File: src/rtl/detdes_pkg.sv
// Shared parameters and state encoding for the frame unloader.
package detdes_pkg;

    localparam int DATA_WIDTH = 32;
    localparam int REGDEPTH   = 3;

    typedef enum logic {
        IDLE = 1'b0,
        SEND = 1'b1
    } state_e;

endpackage

File: src/rtl/regs_unload_3.sv
// Captures a three-word frame in one cycle and unloads it word by word
// (din03, din02, din01) over a valid/ready stream with a registered output.
module regs_unload_3 #(
    parameter int DATA_WIDTH = detdes_pkg::DATA_WIDTH,
    parameter int REGDEPTH   = detdes_pkg::REGDEPTH
) (
    input  logic                  clk,
    input  logic                  rst,
    input  logic [DATA_WIDTH-1:0] din03,
    input  logic [DATA_WIDTH-1:0] din02,
    input  logic [DATA_WIDTH-1:0] din01,
    input  logic                  in_valid,
    output logic                  in_ready,
    output logic [DATA_WIDTH-1:0] dout,
    output logic                  dout_valid,
    input  logic                  dout_ready,
    output logic                  dout_last
);
    import detdes_pkg::*;

    state_e                state_q, state_d;
    logic [1:0]            idx_q, idx_d;
    logic [DATA_WIDTH-1:0] frame_q [REGDEPTH];
    logic [DATA_WIDTH-1:0] frame_d [REGDEPTH];
    logic [DATA_WIDTH-1:0] dout_q, dout_d;
    logic                  dout_valid_q, dout_valid_d;
    logic                  dout_last_q, dout_last_d;
    logic                  accept;
    logic                  consume;

    // Reload is allowed in SEND only while the final word leaves this cycle.
    assign in_ready = (state_q == IDLE) || (dout_valid_q && dout_last_q && dout_ready);
    assign accept   = in_valid && in_ready;
    assign consume  = dout_valid_q && dout_ready;

    always_comb begin
        state_d      = state_q;
        idx_d        = idx_q;
        frame_d      = frame_q;
        dout_d       = dout_q;
        dout_valid_d = dout_valid_q;
        dout_last_d  = dout_last_q;
        if (accept) begin
            state_d      = SEND;
            idx_d        = 2'd0;
            frame_d[0]   = din03;
            frame_d[1]   = din02;
            frame_d[2]   = din01;
            dout_d       = din03;
            dout_valid_d = 1'b1;
            dout_last_d  = 1'b0;
        end else if (consume) begin
            case (idx_q)
                2'd0: begin
                    idx_d       = 2'd1;
                    dout_d      = frame_q[1];
                    dout_last_d = 1'b0;
                end
                2'd1: begin
                    idx_d       = 2'd2;
                    dout_d      = frame_q[2];
                    dout_last_d = 1'b1;
                end
                default: begin
                    // Last word gone: dout keeps its value, only valid drops.
                    state_d      = IDLE;
                    idx_d        = 2'd0;
                    dout_valid_d = 1'b0;
                    dout_last_d  = 1'b0;
                end
            endcase
        end
    end

    always_ff @(posedge clk or posedge rst) begin
        if (rst) begin
            state_q      <= IDLE;
            idx_q        <= 2'd0;
            dout_q       <= '0;
            dout_valid_q <= 1'b0;
            dout_last_q  <= 1'b0;
            for (int i = 0; i < REGDEPTH; i++) begin
                frame_q[i] <= '0;
            end
        end else begin
            state_q      <= state_d;
            idx_q        <= idx_d;
            frame_q      <= frame_d;
            dout_q       <= dout_d;
            dout_valid_q <= dout_valid_d;
            dout_last_q  <= dout_last_d;
        end
    end

    assign dout       = dout_q;
    assign dout_valid = dout_valid_q;
    assign dout_last  = dout_last_q;

endmodule

File: config.mk
export PLATFORM = sky130hd
export DESIGN_NAME = regs_unload_3
export DESIGN_NICKNAME = d
export VERILOG_FILES = /design/src/rtl/detdes_pkg.sv /design/src/rtl/regs_unload_3.sv
export SDC_FILE = /design/constraint.sdc
export NUM_CORES = 1
export LEC_CHECK = 0
export BUFFER_PORTS_ARGS = -buffer_cell sky130_fd_sc_hd__buf_2
export CELL_PAD_IN_SITES_DETAIL_PLACEMENT = 1
export CELL_PAD_IN_SITES_GLOBAL_PLACEMENT = 1
export CORE_ASPECT_RATIO = 0.7
export CORE_UTILIZATION = 37
export CTS_BUF_LIST = sky130_fd_sc_hd__clkbuf_8
export CTS_CLUSTER_SIZE = 28
export DETAILED_ROUTE_END_ITERATION = 10
export GPL_TIMING_DRIVEN = 0
export PLACE_DENSITY = 0.87
export RECOVER_POWER = 50
export SYNTH_ARGS = -nofsm -noshare
export SYNTH_HDL_FRONTEND = slang
export SYNTH_SLANG_ARGS = --single-unit
File: constraint.sdc
create_clock -name clk -period 2.8 [get_ports clk]
set_input_delay 0.42 -clock clk [delete_from_list [all_inputs] [get_ports clk]]
set_output_delay 0.42 -clock clk [all_outputs]
set_load 0.01 [all_outputs]
* Word level (Yosys, flattened, before mapping)
Index checks and enable logic that the tools add are counted.
** Word-level totals
- Register bits after elaboration :: 100
- Bits in latches :: 0
- Memory bits (writable) :: 0
- Bits in read-only memories :: 0
- Output and inout bits :: 35
- Logic and storage cells :: 32
- Memories kept :: 0
** Cells by class
- Add/subtract/negate cells :: 0
- Multipliers :: 0
- Divide/modulo/power cells :: 0
- Order comparisons :: 0
- Equality and inequality tests :: 2
- Shifts and indexed selects :: 0
- Muxes and demuxes :: 12
- Bitwise operators :: 1
- Reductions and logical operators :: 11
** Operator list (count)
- 32-bit 2-to-1 mux :: 2
- 32-bit one-hot mux with 2 select lines :: 1
- 1-bit 2-to-1 mux :: 6
- 1-bit logical AND :: 4
- 2-bit 2-to-1 mux :: 2
- 2-bit one-hot mux with 2 select lines :: 1
- 2-bit AND reduction :: 2
- 3-bit nonzero test :: 1
- 2-bit by 1-bit equality test with 1-bit output (second input constant) :: 1
- 2-bit zero test :: 1
- 2-bit by 1-bit inequality test with 1-bit output (second input constant) :: 1
- 2-bit nonzero test :: 1
- 2-bit OR reduction :: 1
- 1-bit logical OR :: 1
- 1-bit NOT :: 1

* Longest topological paths before layout
Gate-level depths: netlist of run 1.
- Depth after elaboration :: 6
- Gate-level depth with buffers :: 6
- Depth with buffers taken out :: 4

* Least setup slack after synthesis of run 1
No wires, ideal clock.
- Kind :: reg-to-reg
- Start point :: register dout_valid_q, in the netlist dout_valid
- End point :: register frame_q[10] (netlist name)
- Arrival :: 1.387 ns
- Required time :: 2.675 ns
- Path slack :: 1.288 ns
- Cell stages (with the launch flop) :: 6
- Buffers on the path :: 2
- Period minus slack after synthesis :: 1.512 ns
- Cell sequence :: dfrtp_1 -> a21bo_2 -> nand2_2 -> buf_6 -> buf_6 -> mux2_2
** On the way
- Cells in the longest elaborated chain, start to end :: 4
- Elaborated cells on any way between the ends :: 5
** Ends and longest elaborated chain
- from (decl) :: line regs_unload_3.sv:26 : logic dout_valid_q, dout_valid_d;
- from (signal assigned) :: line regs_unload_3.sv:90 : dout_valid_q <= dout_valid_d;
- 1-bit logical AND (2 in series) :: line regs_unload_3.sv:32 : assign in_ready = (state_q == IDLE) || (dout_valid_q && dout_last_q && dout_ready);
- 1-bit logical OR * :: line regs_unload_3.sv:32
- net in_ready :: line regs_unload_3.sv:13 : output logic in_ready,
- 1-bit logical AND * :: line regs_unload_3.sv:33 : assign accept = in_valid && in_ready;
- to (signal assigned) :: line regs_unload_3.sv:88 : frame_q <= frame_d;
- to (decl) :: line regs_unload_3.sv:23 : logic [DATA_WIDTH-1:0] frame_q [REGDEPTH];
The timed path passes the listed nets; every way through them passes the cells marked *.
A chain may end at the register's enable or synchronous reset.

* Worst setup path after layout of run 1
- Start point :: register dout_valid_q, in the netlist dout_valid
- End point :: register dout_q[8], in the netlist dout[8]
** On the way
- Cells in the longest elaborated chain, start to end :: 6
- Elaborated cells on any way between the ends :: 10
** Ends and longest elaborated chain
- 1-bit logical AND (2 in series) :: line regs_unload_3.sv:32
- 1-bit logical OR :: line regs_unload_3.sv:32
- 1-bit logical AND :: line regs_unload_3.sv:33
- 3-bit nonzero test (no line) / 2-bit nonzero test (equally long branches)
- 2-bit AND reduction (no line)
- to (signal assigned) :: line regs_unload_3.sv:89 : dout_q <= dout_d;
- to (decl) :: line regs_unload_3.sv:25 : logic [DATA_WIDTH-1:0] dout_q, dout_d;
Parallel ways exist; a longest one is shown, timed or not.

==> flow_summary.toml, run 1 <==
[status]
status = "complete, but fails checks"
violations = "max-capacitance violations, max-slew violations"

[global_routing]
grt_pass1_wl_um = 19360
antenna_found_initial = 1
gr-total-overflow = 0
grt_max_degree = 39
grt_pass1_vias = 3804
grt_usage_pct = 20.22

[sta]
hold_viol_final = 0
rsz0062_at_grt = "no"
fin_crit_sh_pct = 63.63
tightest_slew_ns = 1.788
setup_violations = 0
finalClockSkew_ns = 0.006804
fmax_mhz = 561.2
drv_slew = 38
fin_crit_ns = 1.782
tns_ns = 0
maxSlewHeadroom_pct = -19.83

[floorplan]
initial_core_util_pct = 38.42
dieArea_mm2 = 0.01276
die_width_um = 134.6
core_mm2 = 0.01185
die_h_um = 94.81
rows = 33
ioPinCount = 135

[clock_network]
cts_max_level = 3
clk_pin_slew_ns = 0.09
cts_made_buffers = 9
cts-root-buf = "clkbuf_8"
ctsLongestPathBuffers = 2
cts_tree = "done"
post_cts_resized = 0
postCtsSetupBuffers = 0
cts_hold_buf = 0
clock_sinks = 99
worst_skew_pair.late_latency_ns = 0.36

[final_layout]
area_delta_synth_final_pct = 24.05
final_util_pct = 47.66
drive_gt1_share_pct = 45.93
final_net_count = 648
layout_commonest_cell = "buf_2"
final_cell_mix = "buf_2 (131), dfrtp_1 (99), nand2_1 (98)"
num-fill-cells = 1356

[synth]
syn_avg_cell_area_um2 = 11.35
synth_area_leaders = "dfrtp_1 (54%), mux2_2 (16%), nand2_1 (8.1%)"
yosysSeqAreaShare_pct = 54.41
synthCells = 401
synth_top_area_share_pct = 54.41
yosysTopAreaCell = "dfrtp_1"
ys_warn_count = 0
syn_area_mm2 = 0.004553
syn_nets = 501
ys_ff_latch = 99
synth.distinct_cells = 23

[setup_path]
cp_data_required_time_ns = 3.08
timing.rr.start = "dout_valid"
end_kind = "flop"
path_max_fanout = 10
crit_type = "reg -> reg"
startpoint_type = "flop"
crit_arrival_ns = 2.06
startpoint = "dout_valid"

[power_and_ir_drop]
power.total_uw = 6132
p_per_area_mw_per_mm2 = 1086
leakage_uw = 0.002731
max-vdd-ir-drop_mv = 0.3959

[placed_design]
dp_hpwl_um = 9310
gp_congestion = 0.8430
port_buffers = 134

[worst_hold_path]
min_path_type = "in -> reg"
hp-start = "din02[15]"

[detailed_routing]
firstDrtPassIters = 4
first_iter_violations = 109
wl_um = 12060
postRouteAntennaNets = 0
dr_total_vias = 3493
wl_per_cell_um = 16.96
viasPerCell = 4.913
drc = 0

[flow_run]
max_cap_viol_count = 1
==> flip-flops by register name (all words and copies together) (netlist names) <==
register and count:
dout_last 1, frame_q 64, dout 32, dout_valid 1, idx_q 1
==> cells by family after synthesis <==
group | share of synthesized area (%)
AO/OA/AOI/OAI | 8.931
flip-flops | 54.41
multiplexers | 15.83
AND/OR/NAND/NOR | 16.08
buffers and inverters | 4.754
==> report_power, final <==
group	leakage, uW	total [uW]	internal [uW]	switching [uW]
Sequential	0.00119	2550	2150	397
Clock	0.0000987	939	438	502
Combinational	0.00144	2650	1310	1340
==> final cells by class <==
cell class / count / area, um2 / area share [%]
multi-input cells: 271 / 1859 / 32.92
well taps: 157 / 196.4 / 3.478
repair buffers: 136 / 693.2 / 12.27
flip-flops and latches: 99 / 2477 / 43.86
plain buffers: 27 / 201.4 / 3.567
diodes: 1 / 2.502 / 0.04431
clock buffers: 10 / 137.6 / 2.437
clock inverters: 6 / 63.81 / 1.130
inverters: 4 / 16.27 / 0.2880
==> per-layer routing <==
metal / global-route usage [%] / share of wire, %
met1: 26.86 / 47
met2: 33.98 / 48
met3: 3.811 / 4.5
met4: 5.524 / 1.2
met5: 0 / 0
==> through the flow <==
stage / setup slack, ns / instances / area, um2 / hold slack, ns
floorplan: 1.204 / 401 / 4557 / 0.4792
global placement: 0.5315 / 692 / 5424 / 0.4608
detailed placement: 0.9955 / 694 / 5464 / 0.4669
CTS: 0.9679 / 710 / 5665 / 0.2241
global route: 0.8174 / 710 / 5645 / 0.2606
finish: 1.018 / 711 / 5648 / 0.2809
==> synth_stat cells <==
cell      count
nand2_1      98
a21oi_1       1
clkbuf_1      3
o21ai_0       1
inv_1         4
o22ai_1       1
o31ai_1       9
buf_6        10
o22ai_2       1
nand3b_1      1
o31ai_2      24
nor2b_1       2
and3_1       32
nor3_1        1
nand2b_1      2
nor2_1       32
buf_2        11
mux2_2       64
a21bo_2       1
dfrtp_1      99
buf_4         2
clkbuf_4      1
nand2_2       1
==> final timing paths <==
kind / end / slack, ns / cells after the start
worst max-delay path: dout[8] / 1.02 / 5
worst min register to register: dout[29] / 0.49 / 2
max in group asynchronous: frame_q[3] / 1.25 / 4
min in group asynchronous: frame_q[49] / 0.49 / 2
worst max register to register: dout[8] / 1.02 / 5
worst min-delay path: frame_q[47] / 0.28 / 2
==> worst max-delay path: stages, from the launching register on <==
cell and delay [ns]:
dfrtp_1 0.44, nor2b_1 0.16, o22ai_2 0.38, clkbuf_1 0.48, nand2_1 0.15, o31ai_2 0.08
Power figures use the tool's default switching activity.
==> run 2, diff against run 1 <==
==> constraint.sdc (replaced) <==
create_clock -name clk -period 1.5 [get_ports clk]
set_input_delay 0.225 -clock clk [delete_from_list [all_inputs] [get_ports clk]]
set_output_delay 0.225 -clock clk [all_outputs]
set_load 0.01 [all_outputs]
==> flow_summary.toml, run 2 (same netlist as run 1, synthesis figures left out) <==
[detailed_routing]
wl_per_cell_um = 19.36
wl_met2_um = 6745
wl_met1_um = 6510
viasPerCell = 5.037
dr_total_vias = 3647
first_iter_violations = 133
dr_wl_met3_um = 608
wl_um = 14020
firstDrtPassIters = 4
postRouteAntennaNets = 0
drc = 0
top_layer = "met5"

[sta]
setup_violations = 75
fin_crit_sh_pct = 105.2
rsz0062_at_grt = "yes"
setup_ws_ns = -0.07839
tns_ns = -2.839
hold_viol_final = 18
fmax_mhz = 633.6
whs_ns = -0.01534
maxSlewHeadroom_pct = 47.60
fin_crit_ns = 1.578
drv_slew = 0
tightest_slew_ns = 0.7844
finalClockSkew_ns = 0.005750

[placed_design]
port_buffers = 134
gp_congestion = 0.8060
dp.cells = 694
dp_hpwl_um = 9577

[final_layout]
drive_gt1_share_pct = 54.67
layout_commonest_cell = "buf_2"
final_util_pct = 54.26
largest_register = "frame_q"
final_cell_mix = "buf_2 (132), nand2_1 (98), dfrtp_1 (97)"
area_delta_synth_final_pct = 41.22
num-fill-cells = 1310
largest_reg_flops = 64
fin_cells = 724
final_net_count = 662
n_antenna_cell = 0

[floorplan]
core_mm2 = 0.01185
ioPinCount = 135
die_h_um = 94.81
initial_core_util_pct = 38.42
die_width_um = 134.6
dieArea_mm2 = 0.01276
rows = 33

[setup_path]
cp_data_required_time_ns = 1.75
worst-path-buf-inv = 2
startpoint_type = "flop"
crit_arrival_ns = 1.82
crit_path_max_incr_delay_ns = 0.46
path_max_fanout = 10
cp_slowest_cell = "dfrtp_2"
crit_type = "reg -> reg"
end_kind = "flop"
cp_top_family = "flip-flops"
critical_path.cell_chain = "a21bo_4 -> nand2_8 -> buf_12 -> buf_12 -> mux2_2"
crit_top_cell = "buf_12"

[global_routing]
grt_usage_pct = 21.25
grt_pass1_vias = 3793
gr-total-overflow = 0
antenna_found_initial = 1
grt_max_degree = 39
grt_pass1_wl_um = 20120

[clock_network]
ctsLongestPathBuffers = 2
worst_skew_pair.late_latency_ns = 0.36
cts_max_level = 3
cts_hold_buf = 0
cts-root-buf = "clkbuf_8"
cts_tree = "done"
clock_sinks = 99
cts_made_buffers = 9
clk_pin_slew_ns = 0.09

[power_and_ir_drop]
max-vdd-ir-drop_mv = 0.8138
power.total_uw = 13680
p_per_area_mw_per_mm2 = 2128
leakage_uw = 0.003253

[status]
status = "complete, but fails checks"
violations = "negative hold slack, negative setup slack"

[worst_hold_path]
min_path_type = "in -> async"

[flow_run]
max_cap_viol_count = 0
## run 2: final timing paths
path	from	endpoint	slack (ns)	depth (start not counted)
min reg2reg	dout[21]	dout[21]	0.49	2
max	dout_last	frame_q[28]	-0.08	5
max reg2reg	dout_last	frame_q[28]	-0.08	5
max in group asynchronous	rst	frame_q[37]	0.26	4
min in group clk	din01[16]	frame_q[16]	0.08	2
min	rst	dout_last	-0.02	2
## run 2: stage by stage
step / worst slack, ns / instance area (um2)
global placement: -0.6861 / 5431
finish: -0.07839 / 6430
floorplan: -0.003943 / 4564
global route: -0.1001 / 6430
detailed placement: -0.3006 / 5472
CTS: -0.06590 / 5892
## run 2: routing by layer
metal  GRT usage (%)  up-vias
met1           27.77     1836
met3           4.563       13
met4           4.963        2
li1                -     1688
met5               0        -
met2           36.23      108
## run 2: cell type report
| cell class | count | area, um2 | area share [%] |
|---|---|---|---|
| clock buffer | 10 | 137.6 | 2.140 |
| clock inverter | 6 | 112.6 | 1.751 |
| buffer | 27 | 370.4 | 5.760 |
| tap | 157 | 196.4 | 3.055 |
| multi-input combinational | 272 | 2248 | 34.97 |
| timing repair buffer | 149 | 865.8 | 13.47 |
| inverter | 4 | 18.77 | 0.2919 |
| sequential | 99 | 2480 | 38.57 |
## run 2: report_power, final
group          leakage, uW  total [uW]  internal, uW  switching, uW
Sequential         0.00119        4830          4020            811
Clock             0.000126        2110          1160            948
Combinational      0.00194        6750          3740           3010
## run 2: what timing repair did
| item | 4_1_cts | 5_1_grt |
|---|---|---|
| setup endpoints to repair | 96 | 97 |
| pin swaps | 0 | 15 |
| gates resized for setup | 41 | 97 |
| cloned | 0 | 4 |
| buffers inserted | 4 | 6 |
==> run 3, diff against run 2 <==
--- a/config.mk
+++ b/config.mk
@@ -8,7 +8,6 @@
 export BUFFER_PORTS_ARGS = -buffer_cell sky130_fd_sc_hd__buf_2
 export CELL_PAD_IN_SITES_DETAIL_PLACEMENT = 1
 export CELL_PAD_IN_SITES_GLOBAL_PLACEMENT = 1
-export CORE_ASPECT_RATIO = 0.7
 export CORE_UTILIZATION = 37
 export CTS_BUF_LIST = sky130_fd_sc_hd__clkbuf_8
 export CTS_CLUSTER_SIZE = 28
==> constraint.sdc (replaced) <==
create_clock -name clk -period 1.5 [get_ports clk]
set_input_delay 0 -clock clk [delete_from_list [all_inputs] [get_ports clk]]
set_output_delay 0 -clock clk [all_outputs]
set_load 0.01 [all_outputs]
==> flow_summary.toml, run 3 (same netlist as run 1, synthesis figures left out) <==
[clock_network]
cts_made_buffers = 9
clk_pin_slew_ns = 0.10
ctsLongestPathBuffers = 2
cts_max_level = 3
cts-root-buf = "clkbuf_8"
worst_skew_pair.late_latency_ns = 0.38
clock_sinks = 99
cts_tree = "done"

[sta]
fmax_mhz = 628.4
rsz0062_at_grt = "yes"
hold_viol_final = 0
tightest_slew_ns = 1.234
setup_ws_ns = -0.09124
finalClockSkew_ns = 0.01424
drv_slew = 0
setup_violations = 80
tns_ns = -2.596
maxSlewHeadroom_pct = 17.25
fin_crit_ns = 1.591
fin_crit_sh_pct = 106.1

[detailed_routing]
wl_met2_um = 9795
firstDrtPassIters = 4
dr_total_vias = 4187
top_layer = "met4"
wl_um = 17840
dr_wl_met3_um = 619
postRouteAntennaNets = 0
wl_met1_um = 6897
drc = 0
first_iter_violations = 161
wl_per_cell_um = 21.78
viasPerCell = 5.112

[placed_design]
gp_congestion = 0.7888
dp_hpwl_um = 9236
port_buffers = 134
dp_slack_ns = -0.3502

[global_routing]
grt_max_degree = 30
antenna_found_initial = 3
grt_pass1_vias = 4691
gr-total-overflow = 0
grt_usage_pct = 25.74
grt_pass1_wl_um = 24470

[setup_path]
crit_arrival_ns = 1.87
cp_slowest_cell = "dfrtp_1"
cp_data_required_time_ns = 1.78
critical_path.cell_chain = "a21bo_4 -> nand2_8 -> buf_16 -> buf_6 -> and3_1 -> o31ai_2"
crit_type = "reg -> reg"
end_kind = "flop"
path_max_fanout = 10
startpoint_type = "flop"
worst-path-buf-inv = 2
crit_path_max_incr_delay_ns = 0.43
cp_top_family = "compound AO/OA/AOI/OAI gates"

[status]
status = "complete, but fails checks"
violations = "negative setup slack"

[final_layout]
final_cell_mix = "buf_2 (134), nand2_1 (98), dfrtp_1 (98), dlygate4sd3_1 (98), mux2_4 (61)"
final_util_pct = 62.32
num-fill-cells = 1256
largest_register = "frame_q"
drive_gt1_share_pct = 46.04
area_delta_synth_final_pct = 64.41
final_net_count = 765
layout_commonest_cell = "buf_2"
largest_reg_flops = 64

[power_and_ir_drop]
p_per_area_mw_per_mm2 = 1874
leakage_uw = 0.003782
power.total_uw = 14030
max-vdd-ir-drop_mv = 0.7970

[floorplan]
die_width_um = 112.9
initial_core_util_pct = 37.91
ioPinCount = 135
die_h_um = 112.9
rows = 40
core_mm2 = 0.01201
dieArea_mm2 = 0.01275

[flow_run]
max_cap_viol_count = 0

[worst_hold_path]
min_path_type = "in -> reg"
[run 3: layer usage]
metal / up-vias / track usage (%)
met3: 42 / 4.124
met4: 0 / 11.14
li1: 1891 / -
met1: 2107 / 29.37
met2: 147 / 47.61
met5: - / 0
[run 3: report_power, final]
part / total [uW] / switching [uW] / leakage (uW) / internal [uW]
logic: 7320 / 3220 / 0.00249 / 4100
registers: 4900 / 884 / 0.00119 / 4020
clock network: 1810 / 964 / 0.000108 / 841
total: 14000 / 5070 / 0.00378 / 8960
[run 3: final cells by class]
| cell class | count | area [um2] | area share [%] |
|---|---|---|---|
| buffer | 27 | 369.1 | 4.931 |
| sequential | 99 | 2479 | 33.11 |
| tap | 147 | 183.9 | 2.457 |
| multi-input combinational | 271 | 2228 | 29.77 |
| inverter | 4 | 16.27 | 0.2173 |
| antenna | 3 | 7.507 | 0.1003 |
| clock inverter | 4 | 42.54 | 0.5683 |
| timing repair buffer | 253 | 2008 | 26.83 |
| clock buffer | 11 | 151.4 | 2.022 |
[run 3: metrics by stage]
stage / cells / cell area (um2) / hold WS (ns)
after CTS: 805 / 6922 / 0.03353
after global placement: 682 / 5419 / 0.2333
after detailed placement: 685 / 5487 / 0.09491
after floorplan: 401 / 4564 / 0.08260
final: 819 / 7486 / 0.04186
after global routing: 819 / 7486 / 0.02382
[run 3: worst paths after layout]
path / slack, ns / from / end / depth (start not counted)
setup / recovery: -0.09 / dout_valid / dout[11] / 6
hold / removal: 0.04 / dout_ready / dout_last / 4
setup reg to reg: -0.09 / dout_valid / dout[11] / 6
hold reg to reg: 0.49 / dout[31] / dout[31] / 2
max in group asynchronous: 0.20 / rst / frame_q[6] / 5
min in group asynchronous: 0.42 / rst / frame_q[58] / 3
[run 3: repair_timing]
| item | CTS | global route |
|---|---|---|
| hold buffers | 98 | 0 |
| gates cloned | 1 | 8 |
| setup endpoints to repair | 96 | 96 |
| endpoints found under the hold margin | 120 | 0 |
| pin swaps | 2 | 18 |
| buffers inserted | 6 | 3 |
| gates resized for setup | 51 | 87 |
[run 3: worst min-delay path, delay by kind of cell]
| family | cells | cell delay [ns] |
|---|---|---|
| and+or+nand+nor | 1 | 0.07 |
| buffers and inverters | 1 | 0.16 |
| AOI/OAI and AO/OA | 2 | 0.17 |
